### src/rtl/fast_square_pkg.sv
// Shared definitions for the fast-square sweep controller: default widths and
// the sweep state encoding.
package fast_square_pkg;

  localparam int SW_DEFAULT = 8;   // step-count width
  localparam int CW_DEFAULT = 16;  // settle/record counter width

  typedef enum logic [2:0] {
    ST_IDLE   = 3'd0,
    ST_SETTLE = 3'd1,
    ST_RECORD = 3'd2,
    ST_STEP   = 3'd3,
    ST_DONE   = 3'd4
  } state_e;

endpackage

### src/rtl/fast_square_strobe_counter.sv
// Strobe counter shared by the SETTLE and RECORD phases. It counts enabled
// strobes, saturates instead of wrapping, and flags the strobe that brings the
// count up to len. A zero len never produces a terminal flag; the caller
// handles that case on its own.
module fast_square_strobe_counter
  import fast_square_pkg::*;
#(
  parameter int CW = CW_DEFAULT
) (
  input  logic          clock,
  input  logic          reset_n,
  input  logic          clr,
  input  logic          en,
  input  logic [CW-1:0] len,
  output logic          term
);

  logic [CW-1:0] count_q;
  logic [CW-1:0] count_d;

  // Next count: clear wins, otherwise count enabled strobes up to saturation.
  always_comb begin
    count_d = count_q;
    if (clr) begin
      count_d = '0;
    end else if (en && (count_q != {CW{1'b1}})) begin
      count_d = count_q + CW'(1);
    end
  end

  // Count register.
  always_ff @(posedge clock or negedge reset_n) begin
    if (!reset_n) begin
      count_q <= '0;
    end else begin
      count_q <= count_d;
    end
  end

  // Terminal flag on the strobe cycle that would make the count equal len.
  assign term = en && (len != '0) && (count_q == (len - CW'(1)));

endmodule

### src/rtl/fast_square_sweep_ctrl.sv
// Frequency-sweep sequencer: for each frequency point it discards settle_len
// decimated strobes, records record_len strobes, then pulses freq_step to move
// to the next point. Configuration is captured at start so the sweep is
// immune to mid-sweep input changes. abort returns to IDLE without a done.
module fast_square_sweep_ctrl
  import fast_square_pkg::*;
#(
  parameter int SW = SW_DEFAULT,
  parameter int CW = CW_DEFAULT
) (
  input  logic          clock,
  input  logic          reset_n,
  input  logic          start,
  input  logic          abort,
  input  logic          strobe_in,
  input  logic [SW-1:0] num_steps,
  input  logic [CW-1:0] settle_len,
  input  logic [CW-1:0] record_len,
  output logic          freq_step,
  output logic          record,
  output logic          sample_valid,
  output logic          busy,
  output logic          done,
  output logic [SW-1:0] step_index
);

  state_e        state_q, state_d;
  logic [SW-1:0] step_q, step_d;
  logic [SW-1:0] num_steps_q, num_steps_d;
  logic [CW-1:0] settle_len_q, settle_len_d;
  logic [CW-1:0] record_len_q, record_len_d;

  logic          cnt_clr;
  logic          cnt_en;
  logic          cnt_term;
  logic [CW-1:0] cnt_len;
  logic          in_count_state;
  logic          last_step;

  assign in_count_state = (state_q == ST_SETTLE) || (state_q == ST_RECORD);
  assign cnt_en         = strobe_in && in_count_state;
  assign cnt_len        = (state_q == ST_RECORD) ? record_len_q : settle_len_q;
  assign last_step      = (step_q == (num_steps_q - SW'(1)));

  fast_square_strobe_counter #(
    .CW (CW)
  ) u_strobe_counter (
    .clock   (clock),
    .reset_n (reset_n),
    .clr     (cnt_clr),
    .en      (cnt_en),
    .len     (cnt_len),
    .term    (cnt_term)
  );

  // Next-state, step index and config latch; abort overrides everything.
  always_comb begin
    state_d      = state_q;
    step_d       = step_q;
    num_steps_d  = num_steps_q;
    settle_len_d = settle_len_q;
    record_len_d = record_len_q;
    case (state_q)
      ST_IDLE: begin
        if (start && !abort) begin
          num_steps_d  = num_steps;
          settle_len_d = settle_len;
          record_len_d = record_len;
          step_d       = '0;
          state_d      = (num_steps == '0) ? ST_DONE : ST_SETTLE;
        end
      end
      ST_SETTLE: begin
        if ((settle_len_q == '0) || cnt_term) begin
          state_d = ST_RECORD;
        end
      end
      ST_RECORD: begin
        if ((record_len_q == '0) || cnt_term) begin
          state_d = last_step ? ST_DONE : ST_STEP;
        end
      end
      ST_STEP: begin
        step_d  = step_q + SW'(1);
        state_d = ST_SETTLE;
      end
      ST_DONE: begin
        state_d = ST_IDLE;
      end
      default: begin
        state_d = ST_IDLE;
      end
    endcase
    if (abort && (state_q != ST_IDLE)) begin
      state_d = ST_IDLE;
      step_d  = step_q;
    end
  end

  // Counter restarts on every phase change and stays cleared outside counting phases.
  always_comb begin
    cnt_clr = (state_d != state_q) || !in_count_state;
  end

  // State, step index and latched configuration registers.
  always_ff @(posedge clock or negedge reset_n) begin
    if (!reset_n) begin
      state_q      <= ST_IDLE;
      step_q       <= '0;
      num_steps_q  <= '0;
      settle_len_q <= '0;
      record_len_q <= '0;
    end else begin
      state_q      <= state_d;
      step_q       <= step_d;
      num_steps_q  <= num_steps_d;
      settle_len_q <= settle_len_d;
      record_len_q <= record_len_d;
    end
  end

  // Outputs decoded from state; abort kills the pulses in the same cycle.
  // A zero-length record window captures nothing, so record stays low.
  always_comb begin
    record       = (state_q == ST_RECORD) && !abort && (record_len_q != '0);
    freq_step    = (state_q == ST_STEP) && !abort;
    done         = (state_q == ST_DONE) && !abort;
    busy         = (state_q != ST_IDLE);
    sample_valid = record && strobe_in;
    step_index   = step_q;
  end

endmodule

### config.mk
export PLATFORM = sky130hd
export DESIGN_NAME = fast_square_sweep_ctrl
export DESIGN_NICKNAME = d
export VERILOG_FILES = /design/src/rtl/fast_square_pkg.sv /design/src/rtl/fast_square_strobe_counter.sv /design/src/rtl/fast_square_sweep_ctrl.sv
export SDC_FILE = /design/constraint.sdc
export NUM_CORES = 1
export LEC_CHECK = 0
export ABC_AREA = 0
export CAP_MARGIN = 25
export CORE_MARGIN = 2
export CORE_UTILIZATION = 45
export CTS_BUF_LIST = sky130_fd_sc_hd__clkbuf_8
export CTS_CLUSTER_DIAMETER = 60
export DETAILED_ROUTE_END_ITERATION = 16
export GPL_TIMING_DRIVEN = 1
export PLACE_DENSITY = 0.72
export SYNTH_ARGS = -nofsm -noshare
export SYNTH_HDL_FRONTEND = slang
export SYNTH_SLANG_ARGS = --single-unit
### constraint.sdc
create_clock -name clock -period 2.98 [get_ports clock]
set_input_delay 0.298 -clock clock [delete_from_list [all_inputs] [get_ports clock]]
set_output_delay 0.298 -clock clock [all_outputs]
set_load 0.01 [all_outputs]
==> flow_metrics.env, run 1 <==
export IMPL_outcome="finished, violations left"
export IMPL_violations="setup timing"
export IMPL_setup_tns_ns=-0.734
export IMPL_clkTransAtPathRegs_ns=0.08
export IMPL_grt_pass1_wl_um=18900
export IMPL_synth_simple_gate_area_share_pct=31.7
export IMPL_cpPeakStageDelay_ns=0.45
export IMPL_critPathArrivalTime_ns=3.26
export IMPL_yosysSeqAreaShare_pct=39.5
export IMPL_post_synth_xor_area_fraction_pct=10.3
export IMPL_worstPathMaxFanout=5
export IMPL_hold_class="in2async"
export IMPL_layout_commonest_cell="nand2_1"
export IMPL_r2r_slack_ns=-0.06
export IMPL_first_global_vias=4006
export IMPL_ys_flop_type="dfrtp_1"
export IMPL_timing_final_ws_setup_ns=-0.0650
export IMPL_vdd_ir_drop_max_uv=273
export IMPL_power_density_mw_per_mm2=526
export IMPL_endpoint_kind="flip-flop"
export IMPL_synth_edff_count=0
export IMPL_nets=629
export IMPL_grt_use_total_pct=23.5
export IMPL_fp_dieH_um=101
export IMPL_synth_compound_area_share_pct=9.23
export IMPL_finalCritPeriodShare_pct=102
export IMPL_fin_total_pwr_mw=2.86
export IMPL_worstPathRequired_ns=3.19
export IMPL_cpMaxStageDelayCell="or3b_4"
export IMPL_syn2layout_area_growth_pct=27.9
export IMPL_synthCells=497
export IMPL_holdWs_ns=0.464
export IMPL_dr_pass1_iters=4
export IMPL_root_buffer="clkbuf_8"
export IMPL_tightest_slew_ns=0.616
export IMPL_grt_max_degree=52
export IMPL_die_area_mm2=0.0102
export IMPL_cts_tree="yes"
export IMPL_syn_cell_area_mm2=0.00424
export IMPL_slew_viol_final=0
export IMPL_routed_via_count=3865
export IMPL_synth_seq_cells=67
export IMPL_numPortBuffers=57
export IMPL_critical_path_most_common_cell="o211ai_1"
export IMPL_dpl_hpwl_um=8500
export IMPL_syn_mean_instance_area_um2=8.54
export IMPL_seq_area_mm2=0.00168
export IMPL_post_route_drc_count=0
export IMPL_avgViaCountPerCell=5.55
export IMPL_gp_congestion=0.909
export IMPL_leakagePower_nw=2.42
export IMPL_synth_top_family_by_area="simple AND/OR/NAND/NOR gates"
export IMPL_fin_crit_ns=3.04
export IMPL_synthMuxAreaShare_pct=4.66
export IMPL_rows=35
export IMPL_syn_num_nets=546
export IMPL_critPathKind="reg2reg"
export IMPL_ant_nets=0
export IMPL_setup_viol=17
export IMPL_skew_ns=0.0103
export IMPL_cap_viol_max_count=0
export IMPL_cts_htree_levels=3
export IMPL_crit_chain="or3b_4 -> mux2i_2 -> ha_2 -> o211ai_1 -> o21bai_1 -> xnor2_1 -> nor4b_2 -> nand4_2 -> o211ai_1 -> or3b_1"
export IMPL_dpl_instance_area_mm2=0.00511
export IMPL_core_area_mm2=0.00920
export IMPL_place_worst_setup_slack_ns=-0.309
export IMPL_relSlewSlack_pct=58.4
export IMPL_fp_dieW_um=101
export IMPL_drive_gt1_share_pct=12.5
export IMPL_ys_types=66
export IMPL_clockBufferDepth=2
export IMPL_start_kind="flip-flop"
export IMPL_r2r_start="state_q[2]"
export IMPL_grt_ovfl_total=0
export IMPL_cts_sinks=67
export IMPL_diodes=0
export IMPL_ys_async_sr_fraction_pct=100
export IMPL_wl_um=11200
export IMPL_antenna_found_initial=0
export IMPL_reg2reg_to="state_q[1]"
export IMPL_synthAdderAreaFrac_pct=1.18
export IMPL_multiInputGateArea_mm2=0.00248
export IMPL_yosys_warnings=0
export IMPL_start_util_pct=46.1
export IMPL_drt_wirelength_per_cell_um=16.2
export IMPL_finish_instance_area_mm2=0.00543
export IMPL_initialDrtViolationCount=258
export IMPL_ios=58
export IMPL_finalHoldViolations=0
export IMPL_cts_buffers=9
export IMPL_fmax_mhz=328
export IMPL_reg2reg_depth=10
export IMPL_rsz0062_at_grt="true"
export IMPL_final_cell_mix="134 x nand2_1, 67 x dfrtp_1, 56 x clkdlybuf4s50_1"
export IMPL_clkLatencyLatePin_ns=0.35
export IMPL_fillers=846
## layout make-up
class,count,share of cell area [%]
Inverter,10,0.691
Clock inverter,7,2.28
Tap cell,111,2.56
Multi-Input combinational cell,401,45.6
Clock buffer,9,2.28
Timing Repair Buffer,91,15.7
Sequential cell,67,30.9
## metal layers
layer / wire, um / track usage, % / vias up
li1: - / - / 1869
met1: 4590 / 27.6 / 1851
met2: 5800 / 42.5 / 121
met3: 546 / 4.58 / 24
met4: 306 / 8.42 / 0
met5: 0 / 0 / -
## power by group
part,switching (mW),total [mW],internal (mW)
Clock,0.381,0.943,0.561
Sequential,0.123,1.14,1.02
Combinational,0.400,0.774,0.374
Total,0.904,2.86,1.95
## metrics by stage
step / utilization, % / cells
after floorplan: - / 497
after global placement: 55.3 / 675
after detailed placement: 55.5 / 676
after CTS: 58.8 / 695
after global routing: 59.0 / 696
final: 59.0 / 696
## how the worst max path moves through the flow
stage	start	to	slack (ns)	depth (start not counted)
2_1_floorplan	state_q[0]	state_q[1]	-0.13	13
3_3_place_gp	state_q[2]	u_strobe_counter.count_q[12]	-0.09	10
3_5_place_dp	state_q[2]	u_strobe_counter.count_q[9]	-0.31	10
4_1_cts	state_q[2]	state_q[1]	-0.03	10
5_1_grt	state_q[2]	state_q[1]	-0.20	10
6_report	state_q[2]	state_q[1]	-0.06	10
## state kept, by name, indices dropped and copies added (netlist names)
name and count:
settle_len_q 16, record_len_q 16, step_index 8, num_steps_q 8, u_strobe_counter.count_q 16, state_q 3
## cells in the mapped netlist (all sizes together) (2+ instances only)
master,instances,area share [%]
a211oi,4,0.94
a21boi,2,0.35
a21oi,8,0.94
a22oi,2,0.35
a31oi,2,0.29
a32oi,2,0.41
and3,2,0.29
and4,3,0.62
buf,8,1.6
clkbuf,11,0.97
dfrtp,67,40
ha,4,1.2
inv,10,0.88
mux2,3,0.88
mux2i,16,3.8
nand2,134,12
nand2b,13,1.9
nand3,18,2.2
nand3b,3,0.53
nand4,6,1.0
nand4b,3,0.62
nor2,39,3.4
nor2b,5,0.74
nor3,13,1.5
nor3b,4,0.97
nor4,10,1.5
nor4b,5,1.2
o2111a,2,0.53
o211ai,2,0.35
o21a,2,0.35
o21ai,14,1.7
o32ai,2,0.59
or2,3,0.44
or3,4,0.59
or3b,3,0.62
or4,3,0.53
xnor2,27,5.7
xor2,22,4.5
## worst max-delay path, delay by kind of cell, from the launching register on
| kind | cells | cell delay [ns] |
|---|---|---|
| fa+ha+maj | 1 | 0.25 |
| xor+xnor | 1 | 0.18 |
| compound gates | 3 | 0.52 |
| mux | 1 | 0.23 |
| simple gates | 4 | 1.37 |
| flops | 1 | 0.38 |
## cells by family (layout without fill, tap and decap cells)
kind of cell	after synthesis	count (layout)
flops	67	67
mux	19	19
xor+xnor	49	49
fa+ha+maj	4	4
buf+inv	29	117
compound gates	53	53
simple gates	276	276
## repair_timing
action | in CTS | in global routing
cloned | 0 | 0
setup endpoints to repair | 19 | 21
setup buffers | 2 | 1
hold buffers | 1 | 0
resized for setup | 3 | 4
hold endpoints to repair | 22 | 0
pin swaps | 1 | 0
Note: power is estimated with default switching activity, not from simulation.
==> run 2, diff against run 1 <==
--- a/config.mk
+++ b/config.mk
@@ -10,10 +10,11 @@
 export CORE_MARGIN = 2
 export CORE_UTILIZATION = 45
 export CTS_BUF_LIST = sky130_fd_sc_hd__clkbuf_8
-export CTS_CLUSTER_DIAMETER = 60
+export CTS_CLUSTER_DIAMETER = 50
 export DETAILED_ROUTE_END_ITERATION = 16
 export GPL_TIMING_DRIVEN = 1
-export PLACE_DENSITY = 0.72
+export PLACE_DENSITY = 0.7
+export SETUP_SLACK_MARGIN = 0.05
 export SYNTH_ARGS = -nofsm -noshare
 export SYNTH_HDL_FRONTEND = slang
 export SYNTH_SLANG_ARGS = --single-unit
==> constraint.sdc (replaced) <==
create_clock -name clock -period 3.7 [get_ports clock]
set_input_delay 0.37 -clock clock [delete_from_list [all_inputs] [get_ports clock]]
set_output_delay 0.37 -clock clock [all_outputs]
set_load 0.01 [all_outputs]
==> run 2 against run 1 <==
Net effect: cell area shrank 5.7%; global-route usage shrank 0.99 points; cell count shrank 3.4%; critical path type unchanged; via count shrank 2.8%; the flow now finishes without violations; utilization shrank 3.4 points; critical endpoint unchanged; critical path depth is the same; highest routed layer unchanged; clock power shrank 43%.
==> flow_metrics.env, run 2 (synthesized netlist as in run 1, its figures left out) <==
export IMPL_outcome="finished, final reports clean"
export IMPL_critPathArrivalTime_ns=3.53
export IMPL_cpMaxStageDelayCell="or3b_1"
export IMPL_layout_commonest_cell="nand2_1"
export IMPL_hold_depth=2
export IMPL_initialDrtViolationCount=146
export IMPL_vdd_ir_drop_max_uv=206
export IMPL_worstPathRequired_ns=3.92
export IMPL_critPathKind="reg2reg"
export IMPL_dpl_hpwl_um=8190
export IMPL_fp_dieW_um=101
export IMPL_fin_crit_ns=3.31
export IMPL_whs_endpoint="settle_len_q[6]"
export IMPL_clkTransAtPathRegs_ns=0.07
export IMPL_wl_um=10700
export IMPL_drt_wirelength_per_cell_um=16.0
export IMPL_reg_largest_list="record_len_q (16), settle_len_q (16), u_strobe_counter.count_q (16)"
export IMPL_core_area_mm2=0.00920
export IMPL_nets=606
export IMPL_root_buffer="clkbuf_8"
export IMPL_hp_start="settle_len_q[6]"
export IMPL_grt_ovfl_total=0
export IMPL_grt_max_degree=48
export IMPL_routed_via_count=3757
export IMPL_ant_nets=0
export IMPL_reg2reg_to="state_q[1]"
export IMPL_dr_pass1_iters=5
export IMPL_ios=58
export IMPL_setup_tns_ns=0
export IMPL_cts_buffers=9
export IMPL_first_global_vias=3714
export IMPL_power_density_mw_per_mm2=389
export IMPL_finish_instance_area_mm2=0.00512
export IMPL_crit_chain="or3b_1 -> mux2i_1 -> ha_1 -> nand3_1 -> o32ai_2 -> xnor2_1 -> nor4b_2 -> nand4_2 -> o211ai_1 -> or3b_1"
export IMPL_cts_tree="yes"
export IMPL_post_cts_buffers=0
export IMPL_grt_pass1_wl_um=18100
export IMPL_die_area_mm2=0.0102
export IMPL_cpPeakStageDelay_ns=0.46
export IMPL_startpoint="state_q[2]"
export IMPL_slew_viol_final=0
export IMPL_cts_htree_levels=3
export IMPL_syn2layout_area_growth_pct=20.6
export IMPL_worstPathMaxFanout=5
export IMPL_place_worst_setup_slack_ns=0.255
export IMPL_skew_ns=0.0121
export IMPL_cts_sinks=67
export IMPL_fp_dieH_um=101
export IMPL_drive_gt1_share_pct=7.49
export IMPL_antenna_found_initial=0
export IMPL_start_kind="flip-flop"
export IMPL_fmax_mhz=302
export IMPL_clockBufferDepth=2
export IMPL_endpoint_kind="flip-flop"
export IMPL_start_util_pct=46.1
export IMPL_postLayoutCoreUtil_pct=55.6
export IMPL_relSlewSlack_pct=46.5
export IMPL_reg2reg_depth=10
export IMPL_numPortBuffers=57
export IMPL_critical_path_most_common_cell="or3b_1"
export IMPL_finalHoldViolations=0
export IMPL_setup_viol=0
export IMPL_rsz0062_at_grt="false"
export IMPL_post_route_drc_count=0
export IMPL_finalCritPeriodShare_pct=89.6
export IMPL_timing_final_ws_setup_ns=0.386
export IMPL_critPathTopFamily="simple AND/OR/NAND/NOR gates"
export IMPL_gp_congestion=0.958
export IMPL_fin_total_pwr_mw=1.99
export IMPL_final_cell_mix="134 x nand2_1, 67 x dfrtp_1, 56 x clkdlybuf4s50_1"
export IMPL_diodes=0
export IMPL_leakagePower_nw=2.26
export IMPL_cap_viol_max_count=0
export IMPL_hold_class="reg2reg"
export IMPL_r2r_start="state_q[2]"
export IMPL_r2r_slack_ns=0.39
export IMPL_clkLatencyLatePin_ns=0.35
export IMPL_dpl_instance_area_mm2=0.00493
export IMPL_rows=35
export IMPL_grt_use_total_pct=22.5
export IMPL_crit_buf_inv=0
export IMPL_tightest_slew_ns=0.802
export IMPL_avgViaCountPerCell=5.59
==> run 2: cell types whose count changed in the layout (fill, tap and decap cells not counted), sizes merged <==
cell | before | now
buf | 34 | 11
bufinv | 3 | 0
clkinv | 2 | 3
clkinvlp | 1 | 2
==> run 2: worst max-delay path by stage <==
stage | to | slack [ns] | depth (start not counted)
CTS | u_strobe_counter.count_q[0] | 0.24 | 10
global placement | u_strobe_counter.count_q[7] | 0.39 | 10
finish | state_q[1] | 0.39 | 10
detailed placement | u_strobe_counter.count_q[0] | 0.25 | 10
floorplan | state_q[1] | 0.41 | 13
global route | state_q[1] | 0.14 | 10
==> run 2: final cells by class <==
class,count,area [um2]
inverter,10,37.5
clock inverter,6,42.5
sequential,67,1680
timing repair buffer,68,663
clock buffer,9,124
tap,111,139
multi-input combinational,401,2430
fill,880,4080
==> run 2: repair_timing <==
action	CTS	global route
endpoints found under the hold margin	18	0
resized for setup	0	1
hold buffers	1	0
setup endpoints to repair	0	16
==> run 2: layer usage <==
| metal | track usage, % | vias to the layer above | share of wire [%] |
|---|---|---|---|
| li1 | - | 1827 | - |
| met2 | 40.4 | 87 | 52 |
| met4 | 7.90 | 0 | 1.8 |
| met1 | 27.3 | 1825 | 43 |
| met3 | 3.47 | 18 | 3.3 |
| met5 | 0 | - | 0 |
==> run 2: worst min-delay path, stage by stage (launching register included) <==
cell and delay, ns:
dfrtp_1 0.36, nand2_1 0.05, nand2_1 0.05
==> run 2: stage by stage <==
stage                     instances  hold WS, ns
after floorplan                 497       0.0744
after detailed placement        656        0.375
after CTS                       672        0.507
final                           672        0.501
after global routing            672        0.535
after global placement          655        0.484
==> run 2: power by group <==
part           switching, mW  leakage [nW]  internal (mW)
Sequential             0.111         0.872          0.819
Combinational          0.277          1.30          0.243
Clock                  0.299        0.0815          0.240
Total                  0.688          2.26           1.30
==> run 3, diff against run 2 <==
--- a/config.mk
+++ b/config.mk
@@ -10,7 +10,7 @@
 export CORE_MARGIN = 2
 export CORE_UTILIZATION = 45
 export CTS_BUF_LIST = sky130_fd_sc_hd__clkbuf_8
-export CTS_CLUSTER_DIAMETER = 50
+export CTS_CLUSTER_DIAMETER = 80
 export DETAILED_ROUTE_END_ITERATION = 16
 export GPL_TIMING_DRIVEN = 1
 export PLACE_DENSITY = 0.7
==> results of run 3 <==
No change in the layout: final DEF, timing and power equal those of run 2.
